--- config.mk ---
export PLATFORM = sky130hd
export DESIGN_NAME = cmip_cnt_win_ctrl
export DESIGN_NICKNAME = d
export VERILOG_FILES = /design/src/rtl/cmip_cnt_win_ctrl.sv
export SDC_FILE = /design/constraint.sdc
export NUM_CORES = 1
export LEC_CHECK = 0
export CORE_MARGIN = 2
export CORE_UTILIZATION = 42
export CTS_CLUSTER_SIZE = 16
export DETAILED_ROUTE_END_ITERATION = 7
export PLACE_DENSITY_LB_ADDON = 0.08
export SLEW_MARGIN = 20
export SYNTH_ARGS = -nofsm -noshare
export SYNTH_HDL_FRONTEND = slang
export SYNTH_SLANG_ARGS = --single-unit
--- constraint.sdc ---
create_clock -name clk -period 5 [get_ports clk]
set_input_delay 1 -clock clk [delete_from_list [all_inputs] [get_ports clk]]
set_output_delay 1 -clock clk [all_outputs]
set_load 0.01 [all_outputs]
--- src/rtl/cmip_cnt_win_ctrl.sv ---
// Windowed per-channel saturating event counters: snapshot at window end, then stream the
// snapshot out one channel per valid/ready beat; a snapshot arriving mid-dump is dropped and flagged.
module cmip_cnt_win_ctrl #(
    parameter int NUM_CH = 4,
    parameter int width  = 16,
    parameter int WIN_W  = 24,
    parameter int CH_W   = 2
) (
    input  logic              clk,
    input  logic              rst_n,
    input  logic              en,
    input  logic [WIN_W-1:0]  win_len,
    input  logic [NUM_CH-1:0] evt,
    output logic              out_vld,
    input  logic              out_rdy,
    output logic [CH_W-1:0]   out_ch,
    output logic [width-1:0]  out_cnt,
    output logic              out_last,
    output logic              busy,
    output logic              ovr,
    input  logic              ovr_clr
);

    typedef enum logic {W_IDLE, W_RUN}  win_state_t;
    typedef enum logic {D_IDLE, D_SEND} dump_state_t;

    win_state_t  win_q, win_d;
    dump_state_t dump_q, dump_d;

    logic [WIN_W-1:0] win_len_q;
    logic [WIN_W-1:0] timer;
    logic [width-1:0] cnt     [NUM_CH];
    logic [width-1:0] cnt_inc [NUM_CH];
    logic [width-1:0] shadow  [NUM_CH];
    logic [CH_W-1:0]  ch_nxt;
    logic             win_end;
    logic             dump_start;
    logic             drop;
    logic             xfer;

    function automatic logic [width-1:0] sat_inc(input logic [width-1:0] c, input logic e);
        return (e && !(&c)) ? c + width'(1) : c;
    endfunction

    always_comb begin
        for (int i = 0; i < NUM_CH; i++) begin
            cnt_inc[i] = sat_inc(cnt[i], evt[i]);
        end
    end

    assign win_end    = (win_q == W_RUN) && (timer == win_len_q - WIN_W'(1));
    assign dump_start = win_end && (dump_q == D_IDLE);
    assign drop       = win_end && (dump_q != D_IDLE);
    assign xfer       = out_vld && out_rdy;
    assign ch_nxt     = out_ch + CH_W'(1);

    always_comb begin
        win_d = win_q;
        case (win_q)
            W_IDLE:  if (en)  win_d = W_RUN;
            W_RUN:   if (!en) win_d = W_IDLE;
            default: win_d = W_IDLE;
        endcase
    end

    always_comb begin
        dump_d = dump_q;
        case (dump_q)
            D_IDLE:  if (dump_start)       dump_d = D_SEND;
            D_SEND:  if (xfer && out_last) dump_d = D_IDLE;
            default: dump_d = D_IDLE;
        endcase
    end

    always_ff @(posedge clk) begin
        if (!rst_n) begin
            win_q  <= W_IDLE;
            dump_q <= D_IDLE;
        end else begin
            win_q  <= win_d;
            dump_q <= dump_d;
        end
    end

    // Window timer and live counters; a zero length is treated as a 1-cycle window.
    always_ff @(posedge clk) begin
        if (!rst_n) begin
            win_len_q <= '0;
            timer     <= '0;
            busy      <= 1'b0;
            ovr       <= 1'b0;
            for (int i = 0; i < NUM_CH; i++) cnt[i] <= '0;
        end else begin
            busy <= (win_d == W_RUN);
            ovr  <= drop || (ovr && !ovr_clr);
            if (win_q == W_IDLE) begin
                if (en) begin
                    win_len_q <= (win_len == '0) ? WIN_W'(1) : win_len;
                    timer     <= '0;
                    for (int i = 0; i < NUM_CH; i++) cnt[i] <= '0;
                end
            end else begin
                timer <= win_end ? '0 : timer + WIN_W'(1);
                for (int i = 0; i < NUM_CH; i++) cnt[i] <= win_end ? '0 : cnt_inc[i];
            end
        end
    end

    // Snapshot capture and beat sequencing; first beat is preloaded so out_cnt is registered.
    always_ff @(posedge clk) begin
        if (!rst_n) begin
            out_vld  <= 1'b0;
            out_ch   <= '0;
            out_cnt  <= '0;
            out_last <= 1'b0;
            for (int i = 0; i < NUM_CH; i++) shadow[i] <= '0;
        end else if (dump_start) begin
            for (int i = 0; i < NUM_CH; i++) shadow[i] <= cnt_inc[i];
            out_vld  <= 1'b1;
            out_ch   <= '0;
            out_cnt  <= cnt_inc[0];
            out_last <= 1'b0;
        end else if (xfer) begin
            if (out_last) begin
                out_vld  <= 1'b0;
                out_ch   <= '0;
                out_last <= 1'b0;
            end else begin
                out_ch   <= ch_nxt;
                out_cnt  <= shadow[ch_nxt];
                out_last <= (ch_nxt == CH_W'(NUM_CH - 1));
            end
        end
    end

endmodule

* Word level (Yosys, flattened, before mapping)
Memories as Yosys holds them, arrays and structs flattened.
Index checks and enable logic that the tools add are counted.
** Cells by class
- Equality and inequality tests :: 3
- Reductions and logical operators :: 28
- Muxes and demuxes :: 45
- Add/subtract/negate cells :: 7
- Bitwise logic cells :: 15
** Operators by type and width (number)
- $mux 16 :: 23
- $mux 24 :: 4
- $add 16x1->16 const B :: 4
- $reduce_and 16->1 :: 4
- $add 24x1->24 const B :: 1
- $eq 24x24->1 :: 1
- $logic_not 24->1 :: 1
- $sub 24x1->24 const B :: 1
- $mux 1 :: 16
- $or 1x1->1 :: 12
- $logic_and 1x1->1 :: 10
- $reduce_and 2->1 :: 3
- $reduce_bool 2->1 :: 3
- $logic_not 1->1 :: 5
- $not 1->1 :: 3
- $add 2x1->2 const B :: 1
- $eq 2x2->1 const B :: 1
- $mux 2 :: 1
- $ne 2x1->1 const B :: 1
- $pmux 1 s2 :: 1
- $reduce_or 2->1 :: 1
- $logic_or 1x1->1 :: 1
** Storage, ports and cells
- Output and inout port bits :: 22
- Register bits after elaboration :: 71
- Memory bits (writable) :: 128
- Word-level logic and storage cells :: 109
- Memories kept :: 2
** Memories
- cnt :: words 4, bits a word 16, rd ports 4, clocked after Yosys merged registers in 0, write ports 4, RTL line 32 : logic [width-1:0] cnt [NUM_CH];
- shadow :: words 4, bits a word 16, rd ports 1, clocked after Yosys merged registers in 0, write ports 4, RTL line 34 : logic [width-1:0] shadow [NUM_CH];

* Longest topological paths before layout
- Depth after elaboration :: 8
- Gate-level depth with buffers :: 12
- Gate-level depth less buffers :: 10

* Least setup slack after synthesis
OpenSTA, ideal clock, no wires.
- Path type :: flip-flop to flip-flop
- Start :: reg win_len_q[2]
- End :: mem shadow[0][0] (enable)
- Path slack :: 577 ps
- Library setup time :: 432 ps
- Path buffers :: 3
- Cell stages (with the launch flop) :: 12
- Required time :: 4568 ps
- Arrival time :: 3991 ps
- Cells stage by stage :: dfxtp_1 buf_2 or4_1 clkbuf_1 or3_1 nor4_1 o22ai_1 nor3_1 and3_1 and3_1 clkbuf_1 nand2b_1
** RTL lines
- start, declared :: RTL line 30 : logic [WIN_W-1:0] win_len_q;
- start signal, assigned :: RTL line 98 : win_len_q <= (win_len == '0) ? WIN_W'(1) : win_len;
- end, declared :: RTL line 34

==> results.toml <==
[layout]
fillers = 2288
diodes = 0
utilization = 0.4832
syn_to_final_growth_pct = 13.09
layout-drive-gt1-share = 0.07813
final_net_count = 1115

[setup_path]
path_class = "reg -> reg"
crit_start = "win_len_q[0]"
rr_endpoint = "cnt[3][13]"
critical_path_depth = 10
reg2reg_depth = 10
max_stage_delay_ns = 0.73
critPathRequiredTime_ns = 5.18
crit_fanout = 35
cp.buffers_inverters = 2
worstPathArrival_ns = 3.97
critPathSlowestCell = "o21ai_4"
r2r_slack_ns = 1.21
critPathLaunchType = "flop"
r2r-start = "win_len_q[0]"
timing.critical_path.cells = "inv_1 > ha_1 > nor4b_1 > nand4_1 > o21ai_0 > o211ai_1 > a2111o_1 > o21ai_4 > buf_4 > nor2_1"
crit_family = "compound AO/OA/AOI/OAI gates"
endpoint_kind = "flop"

[routing]
routed_wl_um = 24750
via_count = 7651
drt_iter0_drc = 431
wl_per_cell_um = 17.53
ant_nets = 0
drc_errors = 0
dr.pass1.iters = 5
via_per_inst = 5.419

[power]
p_sw_uw = 889.9
clkPwrFrac = 0.399
combPwrFrac = 0.085
sw_frac_of_total = 0.2510
cell_internal_pwr_mw = 2.655
power.static_leakage_nw = 4.111
seqPwrFrac = 0.516
power_density_nw_per_um2 = 301.7
vdd_drop_max_v = 0.0001738

[yosys]
dominantRegCellSynth = "edfxtp_1"
synth-edff-count = 112
synth_warnings = 0
synthTopCellsByCount = "nor2_1 (141), nand2_1 (120), edfxtp_1 (112), dfxtp_1 (87), xnor2_1 (50)"
syn-num-nets = 1087
ys_types = 60
synth_top_cells_by_area = "edfxtp_1 (32%), dfxtp_1 (17%), nor2_1 (5.1%)"
synth_seq_cells = 199
async_flop_share = 0
synth_top_area_frac = 0.3237
postSynthCellCount = 1047
yosysMostFrequentCell = "nor2_1"
avgSynthCellArea_um2 = 9.924
yosysSeqAreaShare = 0.4913
netlist_area_um2 = 10390
yosysTopAreaCell = "edfxtp_1"

[global_routing]
antenna_found_initial = 0
grt_pass1_wl_um = 40520
grt_overflow = 0
grt_pass1_vias = 7373
track_usage = 0.1989
grt_max_degree = 65

[hold_path]
min_to = "cnt[2][12]"
hp-class = "reg -> reg"
min-delay-start = "cnt[2][12]"
hold_depth = 2

[timing]
max_freq_ghz = 0.2641
tns_ns = 0
min_period_ns = 3.786
finalHoldViolCount = 0
finalClockSkew_ns = 0.01487
slew_headroom = 0.2988
tightest_slew_ns = 1.051
rsz0062_at_grt = "false"
slew_violations = 0
setup_viol = 0
post-route-period-util = 0.7572

[die]
die_area_um2 = 26010
num_rows = 57
start_util = 0.4272
coreArea_um2 = 24320
die_y_um = 161.3
ioPinCount = 55
fp.dieW_um = 161.3

[clocking]
path_clk_slew_ns = 0.07
numCtsBuffers = 17
post_cts_buffers = 0
ctsHoldBuffers = 0
numClockSinks = 199
cts_resized = 0
h-tree-depth = 4
clockBufferDepth = 2
clock_latency_ns = 0.45
cts_tree = "done"
ctsRootBufferMaster = "clkbuf_16"

[placement]
place_congestion = 0.8408
io_buffer_count = 54
dp_hpwl_um = 17720

[run_status]
status = "finished, final reports clean"

[job]
cap_viol_max_count = 0
-- layout by cell type, fill, tap and decap left out, types with 25 or more instances in the layout --
cell type and instances:
nor2_1 141, nand2_1 120, edfxtp_1 112, dfxtp_1 87, clkdlybuf4s50_1 53, xnor2_1 50
nand3_1 46, xor2_1 45, o21ai_0 37, and3_1 32, a21boi_0 25
-- worst min-delay path: stages, from the launching register on --
cell and delay (ns):
dfxtp_1 0.33, nand2_1 0.06, o21ai_1 0.05
-- worst max path at each step --
stage	endpoint
global route	cnt[3][0]
finish	cnt[3][13]
CTS	cnt[3][13]
global placement	cnt[3][7]
detailed placement	cnt[3][0]
floorplan	shadow[0][0]
-- area by class of cell --
cell class,instances,area [µm²],area share
multi-input cells,770,4910,0.4178
flip-flops and latches,199,5105,0.4345
repair buffers,66,663.1,0.05644
clock buffers,18,429.2,0.03652
well taps,324,405.4,0.03450
inverters,21,78.83,0.006709
clock inverters,14,158.9,0.01352
-- flip-flops by register name (all words and copies together) (netlist names) --
signal	cells
busy	1
cnt	64
dump_q	1
out_ch	2
out_cnt	16
out_last	1
out_vld	1
ovr	1
shadow	64
timer	24
win_len_q	24
-- metrics by stage --
stage               power, mW  setup slack [ns]  hold slack (ns)  instances  area, µm²
floorplan               2.056            0.5769           0.4551       1047      10390
global placement        2.167             1.292           0.4771       1380      11160
detailed placement      2.166             1.229           0.4775       1380      11160
CTS                     3.579             1.214           0.4867       1412      11750
global route            3.679            0.9939           0.5152       1412      11750
finish                  3.545             1.214           0.4856       1412      11750
-- layer usage --
metal  GRT usage  part of all wire  vias to the layer above
met3     0.03107             0.032                       16
met5           0                 0                        -
met4     0.04748            0.0099                        0
met2      0.3168              0.46                      128
met1      0.2861              0.49                     3722
li1            -                 -                     3785
-- power by group through the flow --
stage	logic, mW	registers, mW	clock network (mW)
after floorplan	0.214	1.84	0
after global placement	0.302	1.86	0
after detailed placement	0.301	1.87	0
after CTS	0.303	1.83	1.45
after global routing	0.334	1.84	1.51
final	0.302	1.83	1.42
-- cell families (layout without fill, tap and decap cells) --
family / Yosys count / count (layout) / share of synthesized area
AOI/OAI and AO/OA: 140 / 140 / 0.08779
xor gates and xnor gates: 95 / 95 / 0.08008
buffers and inverters: 78 / 119 / 0.03709
DFF: 199 / 199 / 0.4913
adders and majority gates: 7 / 7 / 0.008429
and+or+nand+nor: 478 / 478 / 0.2259
muxes: 50 / 50 / 0.06936
(Power assumes the default switching activity.)
